### src/rtl/regf_wb_arb_if.sv
// regf_wb_arb_if: producer channels, control and port C write bus of the write-back arbiter
interface regf_wb_arb_if #(
    parameter int AWIDTH = 5,
    parameter int DWIDTH = 32
);
    logic              halt;
    logic              flush_pipeline;
    logic              a_valid;
    logic              a_ready;
    logic [AWIDTH-1:0] a_addr;
    logic [DWIDTH-1:0] a_data;
    logic              b_valid;
    logic              b_ready;
    logic [AWIDTH-1:0] b_addr;
    logic [DWIDTH-1:0] b_data;
    logic              wec;
    logic [AWIDTH-1:0] addrc;
    logic [DWIDTH-1:0] datac;
    logic              wb_pending;

    modport master (
        output halt, flush_pipeline, a_valid, a_addr, a_data, b_valid, b_addr, b_data,
        input  a_ready, b_ready, wec, addrc, datac, wb_pending
    );

    modport slave (
        input  halt, flush_pipeline, a_valid, a_addr, a_data, b_valid, b_addr, b_data,
        output a_ready, b_ready, wec, addrc, datac, wb_pending
    );
endinterface

### src/rtl/regf_wb_arb.sv
// regf_wb_arb: two-channel write-back queue with round-robin grant onto register file port C
module regf_wb_arb #(
    parameter int AWIDTH     = 5,
    parameter int DWIDTH     = 32,
    parameter int DEPTH_LOG2 = 2
) (
    input logic          clk,
    input logic          reset_b,
    regf_wb_arb_if.slave bus
);
    localparam int W     = AWIDTH + DWIDTH;
    localparam int DEPTH = 1 << DEPTH_LOG2;

    logic [1:0]               valid, ready, nonempty, push, pop;
    logic [1:0][W-1:0]        din, head;
    logic [1:0][DEPTH_LOG2:0] count;
    logic                     active, grant_a, grant_b, last_b, wec;
    logic [AWIDTH-1:0]        addrc;
    logic [DWIDTH-1:0]        datac;

    assign valid = {bus.b_valid, bus.a_valid};
    assign din   = {{bus.b_addr, bus.b_data}, {bus.a_addr, bus.a_data}};

    // last_b=1 means B was granted last, so A wins the next tie
    always_comb begin
        active  = !bus.flush_pipeline && !bus.halt;
        grant_a = active && nonempty[0] && (!nonempty[1] || last_b);
        grant_b = active && nonempty[1] && !grant_a;
        pop     = {grant_b, grant_a};
        push    = valid & ready & {2{!bus.flush_pipeline}};
    end

    for (genvar i = 0; i < 2; i++) begin : g_fifo
        logic [W-1:0]          mem [DEPTH];
        logic [DEPTH_LOG2-1:0] wr_ptr, rd_ptr;
        logic [DEPTH_LOG2:0]   cnt;

        always_ff @(posedge clk)
            if (push[i]) mem[wr_ptr] <= din[i];

        always_ff @(posedge clk or negedge reset_b)
            if (!reset_b) begin
                wr_ptr <= '0;
                rd_ptr <= '0;
                cnt    <= '0;
            end else if (bus.flush_pipeline) begin
                wr_ptr <= '0;
                rd_ptr <= '0;
                cnt    <= '0;
            end else begin
                wr_ptr <= wr_ptr + DEPTH_LOG2'(push[i]);
                rd_ptr <= rd_ptr + DEPTH_LOG2'(pop[i]);
                cnt    <= cnt + (DEPTH_LOG2+1)'(push[i]) - (DEPTH_LOG2+1)'(pop[i]);
            end

        assign count[i]    = cnt;
        assign head[i]     = mem[rd_ptr];
        assign nonempty[i] = cnt != '0;
        assign ready[i]    = cnt != (DEPTH_LOG2+1)'(DEPTH);
    end

    always_ff @(posedge clk or negedge reset_b)
        if (!reset_b) begin
            wec    <= 1'b0;
            addrc  <= '0;
            datac  <= '0;
            last_b <= 1'b1;
        end else if (bus.flush_pipeline) begin
            wec    <= 1'b0;
            last_b <= 1'b1;
        end else begin
            wec <= |pop;
            if (|pop) begin
                {addrc, datac} <= grant_a ? head[0] : head[1];
                last_b         <= grant_b;
            end
        end

    assign bus.wec        = wec;
    assign bus.addrc      = addrc;
    assign bus.datac      = datac;
    assign bus.a_ready    = ready[0];
    assign bus.b_ready    = ready[1];
    assign bus.wb_pending = (count[0] != '0) | (count[1] != '0) | wec;
endmodule

### src/flat_wrapper.sv
// flat-port wrapper written by rule: the top's interface ports become plain ports
module regf_wb_arb_flat 
#(
    parameter int AWIDTH     = 5,
    parameter int DWIDTH     = 32,
    parameter int DEPTH_LOG2 = 2
)
  (clk, reset_b, bus_halt, bus_flush_pipeline, bus_a_valid, bus_a_addr, bus_a_data, bus_b_valid, bus_b_addr, bus_b_data, bus_a_ready, bus_b_ready, bus_wec, bus_addrc, bus_datac, bus_wb_pending);
  regf_wb_arb_if #(.AWIDTH(AWIDTH), .DWIDTH(DWIDTH)) bus_i ();
  input logic clk;
  input logic reset_b;
  input wire logic [$bits(bus_i.halt)-1:0] bus_halt;
  input wire logic [$bits(bus_i.flush_pipeline)-1:0] bus_flush_pipeline;
  input wire logic [$bits(bus_i.a_valid)-1:0] bus_a_valid;
  input wire logic [$bits(bus_i.a_addr)-1:0] bus_a_addr;
  input wire logic [$bits(bus_i.a_data)-1:0] bus_a_data;
  input wire logic [$bits(bus_i.b_valid)-1:0] bus_b_valid;
  input wire logic [$bits(bus_i.b_addr)-1:0] bus_b_addr;
  input wire logic [$bits(bus_i.b_data)-1:0] bus_b_data;
  output wire logic [$bits(bus_i.a_ready)-1:0] bus_a_ready;
  output wire logic [$bits(bus_i.b_ready)-1:0] bus_b_ready;
  output wire logic [$bits(bus_i.wec)-1:0] bus_wec;
  output wire logic [$bits(bus_i.addrc)-1:0] bus_addrc;
  output wire logic [$bits(bus_i.datac)-1:0] bus_datac;
  output wire logic [$bits(bus_i.wb_pending)-1:0] bus_wb_pending;
  assign bus_i.halt = bus_halt;
  assign bus_i.flush_pipeline = bus_flush_pipeline;
  assign bus_i.a_valid = bus_a_valid;
  assign bus_i.a_addr = bus_a_addr;
  assign bus_i.a_data = bus_a_data;
  assign bus_i.b_valid = bus_b_valid;
  assign bus_i.b_addr = bus_b_addr;
  assign bus_i.b_data = bus_b_data;
  assign bus_a_ready = bus_i.a_ready;
  assign bus_b_ready = bus_i.b_ready;
  assign bus_wec = bus_i.wec;
  assign bus_addrc = bus_i.addrc;
  assign bus_datac = bus_i.datac;
  assign bus_wb_pending = bus_i.wb_pending;
  regf_wb_arb #(.AWIDTH(AWIDTH), .DWIDTH(DWIDTH), .DEPTH_LOG2(DEPTH_LOG2)) u_core (.clk(clk), .reset_b(reset_b), .bus(bus_i));
endmodule
### config.mk
export PLATFORM = sky130hd
export DESIGN_NAME = regf_wb_arb_flat
export DESIGN_NICKNAME = d
export VERILOG_FILES = /design/src/rtl/regf_wb_arb_if.sv /design/src/rtl/regf_wb_arb.sv /design/src/flat_wrapper.sv
export SDC_FILE = /design/constraint.sdc
export NUM_CORES = 1
export LEC_CHECK = 0
export CORE_MARGIN = 1.5
export CORE_UTILIZATION = 55
export DETAILED_ROUTE_END_ITERATION = 8
export HOLD_SLACK_MARGIN = 0.1
export PLACE_DENSITY = 0.85
export REMOVE_ABC_BUFFERS = 1
export SYNTH_ARGS = -nofsm -noshare
export SYNTH_HDL_FRONTEND = slang
export SYNTH_SLANG_ARGS = --single-unit
### constraint.sdc
create_clock -name clk -period 4.7 [get_ports clk]
set_input_delay 0.47 -clock clk [delete_from_list [all_inputs] [get_ports clk]]
set_output_delay 0.47 -clock clk [all_outputs]
set_load 0.05 [all_outputs]
=== Yosys cells after proc, flatten, opt, wreduce, memory -nomap -nowiden ===
Memories as Yosys holds them, arrays and structs flattened.
Index checks and enable logic that the tools add are counted.

* Register bits: 53
* Memory bits (writable): 296
* Bits of input ports: 80
* Output and inout bits: 41
* Logic and storage cells: 56
* Memories: 2

* $add $sub $neg: 8
* Eq/ne operators: 2
* Multiplexer cells: 14
* Bitwise operators: 5
* Reduce and logical (&&, ||, !) cells: 15

{| class="wikitable"
|+ Memories
! name !! depth !! bits a word !! read ports !! clocked after memory_dff !! wr ports !! line !! source
|-
| u_core.g_fifo[0].mem || 4 || 37 || 1 || 0 || 1 || regf_wb_arb.sv:34 || <nowiki>logic [W-1:0] mem [DEPTH];</nowiki>
|-
| u_core.g_fifo[1].mem || 4 || 37 || 1 || 0 || 1 || regf_wb_arb.sv:34 ||
|}

{| class="wikitable"
|+ Operators by type and width
! operator !! number
|-
| two-way mux 37 bit || 1
|-
| adder 2 x 1 -> 2 bit || 4
|-
| two-way mux 2 bit || 4
|-
| two-way mux 1 bit || 7
|-
| adder 3 x 1 -> 3 bit || 2
|-
| two-way mux 3 bit || 2
|-
| inequality test 3 bit (second input constant) || 2
|-
| nonzero test 3 bit || 2
|-
| subtractor 3 x 1 -> 3 bit || 2
|-
| logical AND 1 bit || 5
|-
| AND 2 bit || 2
|-
| zero test 1 bit || 4
|-
| bitwise OR 1 bit || 2
|-
| AND reduction 2 bit || 1
|-
| nonzero test 2 bit || 1
|-
| OR reduction 2 bit || 1
|-
| logical OR 1 bit || 1
|-
| inverter 1 bit || 1
|}

=== Depth between registers and ports, before layout ===
* Depth after elaboration: 9
* Mapped depth: 12
* Mapped depth without buffers: 11

=== Worst setup path after synthesis ===
OpenSTA, ideal clock, no wires.

* Path kind: flip-flop to flip-flop
* Start: register u_core.g_fifo[1].cnt[1]
* End: memory u_core.g_fifo[1].mem[1][0] (netlist bit), enable pin
* Setup time: 0.485 ns
* Data arrival time: 3.898 ns
* Data required time: 4.215 ns
* Setup slack: 0.317 ns
* Stages on the path, launching flop included: 5
* Buffers on the path: 0
* Period minus slack after synthesis: 4.383 ns
* Cells stage by stage: dfrtp_1 -> nor2_1 -> nand2_1 -> nand3b_1 -> nor3b_1

* Longest elaborated chain between the ends: 5

{| class="wikitable"
|+ RTL lines
! item !! line !! source
|-
| start, declared || regf_wb_arb.sv:36 || <nowiki>logic [DEPTH_LOG2:0] cnt;</nowiki>
|-
| start signal, assigned || regf_wb_arb.sv:53 || <nowiki>cnt <= cnt + (DEPTH_LOG2+1)'(push[i]) - (DEPTH_LOG2+1)'(pop[i]);</nowiki>
|-
| inequality test 3 bit || regf_wb_arb.sv:59 || <nowiki>assign ready[i] = cnt != (DEPTH_LOG2+1)'(DEPTH);</nowiki>
|-
| named net bus_b_ready || flat_wrapper.sv:21 || <nowiki>output wire logic [$bits(bus_i.b_ready)-1:0] bus_b_ready;</nowiki>
|-
| AND 2 bit (2 in series) || regf_wb_arb.sv:30 || <nowiki>push = valid & ready & {2{!bus.flush_pipeline}};</nowiki>
|-
| two-way mux 1 bit || regf_wb_arb.sv:39 || <nowiki>if (push[i]) mem[wr_ptr] <= din[i];</nowiki>
|-
| two-way mux 1 bit (implied by the code) || regf_wb_arb.sv:39 ||
|-
| end, declared || regf_wb_arb.sv:34 ||
|}

The timed path passes the listed nets, and every way through them passes these cells.

=== Final worst setup path ===
* Start: input bus_flush_pipeline
* End: register u_core.g_fifo[1].cnt[2]

* Longest elaborated chain between the ends: 8
* Elaborated cells on any way between the ends: 11
* Those cells by class: add/sub (2); mux (1); bitwise (1); reduce/logical (7)

{| class="wikitable"
|+ RTL lines
! item !! line !! source
|-
| start, declared || flat_wrapper.sv:13 || <nowiki>input wire logic [$bits(bus_i.flush_pipeline)-1:0] bus_flush_pipeline;</nowiki>
|-
| branches (longest 7 deep; another with adder 3 x 1 -> 3 bit) || n/a ||
|-
| two-way mux 3 bit (*) || regf_wb_arb.sv:46 || <nowiki>end else if (bus.flush_pipeline) begin</nowiki>
|}

Every way passes the cells marked *.
A chain may end at the register's enable or synchronous reset.

==> impl_metrics.tcl <==
set metrics [dict create \
    clkPwrFrac_pct 32.8 \
    cts_buffer_depth 3 \
    sw_frac_of_total_pct 28.1 \
    viasPerCell 6.13 \
    status "completed" \
    yosys-mux-area-fraction_pct 13.4 \
    rsz0062_at_grt "false" \
    synth_top_area_cell "edfxtp_1" \
    ios 121 \
    cts_sinks 349 \
    r2r_slack_ns 1.85 \
    reg2regPathDepth 11 \
    period_needed_ns 3.11 \
    critPathKind "in -> reg" \
    die_area_mm2 0.0252 \
    seq_area_frac_synth_pct 76.6 \
    clkSlewWorstSetupHoldPaths_ns 0.06 \
    slew_violations 0 \
    cts_max_level 2 \
    cts_buffers 34 \
    hold_class "in -> async" \
    first_pass_iters 5 \
    crit_arrival_ns 3.47 \
    p_int_mw 6.12 \
    grtUsageTotal_pct 22.5 \
    root_buffer "clkbuf_16" \
    clkLatencyLatePin_ns 0.51 \
    synth.top_cell.area_share_pct 66.6 \
    start_kind "primary input" \
    synth-compound-area-share_pct 4.92 \
    ys_ff_latch 349 \
    vias 6624 \
    synth_simple_gate_area_share_pct 1.94 \
    cts_resized 0 \
    drive_gt1_share_pct 16.8 \
    rr_endpoint "u_core.g_fifo[1].cnt[2]" \
    max_freq_ghz 0.321 \
    synthTopCellsByArea "edfxtp_1, dfrtp_1, mux4_2" \
    seqPwrFrac_pct 45.9 \
    nNetsFinal 825 \
    yosysWarnings 0 \
    post-synth-top-count-cell "edfxtp_1" \
    grt_pass1_vias 7220 \
    ys_types 31 \
    postCtsSetupBuffers 0 \
    drc 0 \
    start_util_pct 56.5 \
    async_flop_share_pct 15.2 \
    syn_area_mm2 0.0133 \
    synth_cells 596 \
    setup_violations 0 \
    postRouteAntennaNets 0 \
    tns_ns 0 \
    combinationalPowerShare_pct 21.3 \
    area_growth_pct 20.4 \
    antenna_found_initial 3 \
    power_mw 8.51 \
    drt-initial-drc-count 613 \
    fin_ws_ns 1.59 \
    maxSlewHeadroom_pct 20.5 \
    gp_congestion 0.743 \
    crit_path_max_fanout 20 \
    fp.dieH_um 159 \
    synth-adder-area-share_pct 1.05 \
    synth-edff-count 296 \
    ir_drop_uv 426 \
    place_area_mm2 0.0149 \
    synthXorXnorAreaFrac_pct 0.525 \
    wl_um 27600 \
    synth_commonest_cells "edfxtp_1, dfrtp_1, mux4_2, a221o_1, o21a_1" \
    synth_top_family_by_area "multiplexers" \
    core_mm2 0.0236 \
    netSwitchingPower_mw 2.39 \
    finish.utilization_pct 68.0 \
    critPathLaunch "bus_flush_pipeline" \
    tightest_slew_ns 1.19 \
    grt_max_degree 54 \
    overflow 0 \
    cts_tree "built" \
    dpl.hpwl_um 16100 \
    power_density_mw_per_mm2 530 \
    finalCritPeriodShare_pct 66.3 \
    maxCapViolCount 0 \
    clock_skew_ns 0.0152 \
    grt_pass1_wl_um 42300 \
    avgSynthCellArea_um2 22.4 \
    port_buffers 120 \
    ys.flop_type "edfxtp_1" \
    finalHoldViolCount 0 \
    design_area_mm2 0.0161 \
    avgRoutedWirePerCell_um 25.5 \
    cts-hold-fix-buffers 0 \
    dieWidth_um 159 \
    crit_end "u_core.g_fifo[1].cnt[2]" \
    end_kind "register" \
    timing.rr.start "u_core.g_fifo[1].cnt[1]" \
    pre_cts_ws_ns 1.07 \
    leakage_nw 5.43 \
    required_ns 5.06 \
    num_rows 56 \
    fillers 1422 \
]
## power by group through the flow
stage               clock [mW]  sequential (mW)  combinational [mW]
global route              2.92             3.94                1.91
floorplan                    0             4.38               0.703
detailed placement           0             3.96                1.81
finish                    2.79             3.90                1.82
CTS                       2.82             3.91                1.83
global placement             0             3.94                1.76
## cell usage in the layout, fill, tap and decap left out, types with 3 or more instances in the layout
master / count
a221o_1: 37
buf_4: 15
bufinv_16: 5
clkbuf_1: 7
clkbuf_16: 35
clkbuf_8: 3
clkdlybuf4s50_1: 119
clkinv_1: 5
clkinv_2: 4
dfrtp_1: 48
dfrtp_2: 3
edfxtp_1: 296
ha_1: 8
inv_1: 7
mux4_1: 31
mux4_2: 43
nand3b_1: 3
nor2_1: 12
nor2b_1: 7
nor3_2: 3
nor3b_2: 4
o21a_1: 37
xnor2_1: 6
## final cells by class
class | instances | area, um2 | share of cell area, %
Timing Repair Buffer | 135 | 1310 | 8.15
Inverter | 7 | 26.3 | 0.164
Sequential cell | 349 | 10200 | 63.7
Tap cell | 319 | 399 | 2.48
Clock buffer | 45 | 943 | 5.87
Antenna cell | 2 | 5.00 | 0.0312
Multi-Input combinational cell | 208 | 2950 | 18.4
Clock inverter | 16 | 205 | 1.28
## metrics by stage
stage | std cells | hold slack, ns
6_report | 1081 | 0.126
3_3_place_gp | 1018 | 0.498
4_1_cts | 1079 | 0.146
3_5_place_dp | 1018 | 0.501
2_1_floorplan | 564 | 0.174
5_1_grt | 1080 | 0.176
## kinds of logic (layout without fill, tap and decap cells)
logic type | count (synthesis) | after routing
buffers and inverters | 39 | 203
XOR/XNOR | 8 | 8
multiplexers | 74 | 74
flip-flops | 349 | 349
AO/OA/AOI/OAI | 75 | 75
other | 0 | 2
AND/OR/NAND/NOR | 41 | 41
adder cells (fa/ha/maj) | 10 | 10
## registers in the layout, summed over array words and instances, names as in the netlist
signal,cells
u_core.bus.addrc,5
u_core.g_fifo.mem,296
u_core.g_fifo.rd_ptr,4
u_core.g_fifo.wr_ptr,4
u_core.bus.datac,32
u_core.g_fifo.cnt,6
u_core.bus.wec,1
u_core.last_b,1
## worst min path at each step
| stage | to | slack (ns) | cells past startpoint |
|---|---|---|---|
| 6_report | u_core.g_fifo[0].cnt[0] | 0.13 | 2 |
| 2_1_floorplan | u_core.bus.addrc[0] | 0.17 | 0 |
| 5_1_grt | u_core.bus.datac[5] | 0.18 | 2 |
| 3_3_place_gp | u_core.bus.datac[8] | 0.50 | 1 |
| 4_1_cts | u_core.bus.datac[17] | 0.15 | 2 |
| 3_5_place_dp | u_core.bus.datac[6] | 0.50 | 1 |
## worst max-delay path, cell delays in order
cell and delay (ns):
clkdlybuf4s50_1 0.72, nor2_2 0.30, nand2b_1 0.14, nor2_4 0.47, nor2_1 0.15, ha_1 0.32
inv_1 0.06, ha_1 0.14, inv_1 0.05, fa_1 0.40, xnor2_1 0.18, nor2_1 0.06
## routing by layer
| layer | global-route usage [%] | wire (um) | vias to the layer above |
|---|---|---|---|
| met5 | 0 | 11 | - |
| met4 | 8.74 | 882 | 2 |
| met3 | 4.83 | 2010 | 67 |
| met2 | 38.5 | 14100 | 295 |
| met1 | 28.3 | 10600 | 3459 |
| li1 | - | - | 2801 |
Note: power is estimated with default switching activity, not from simulation.
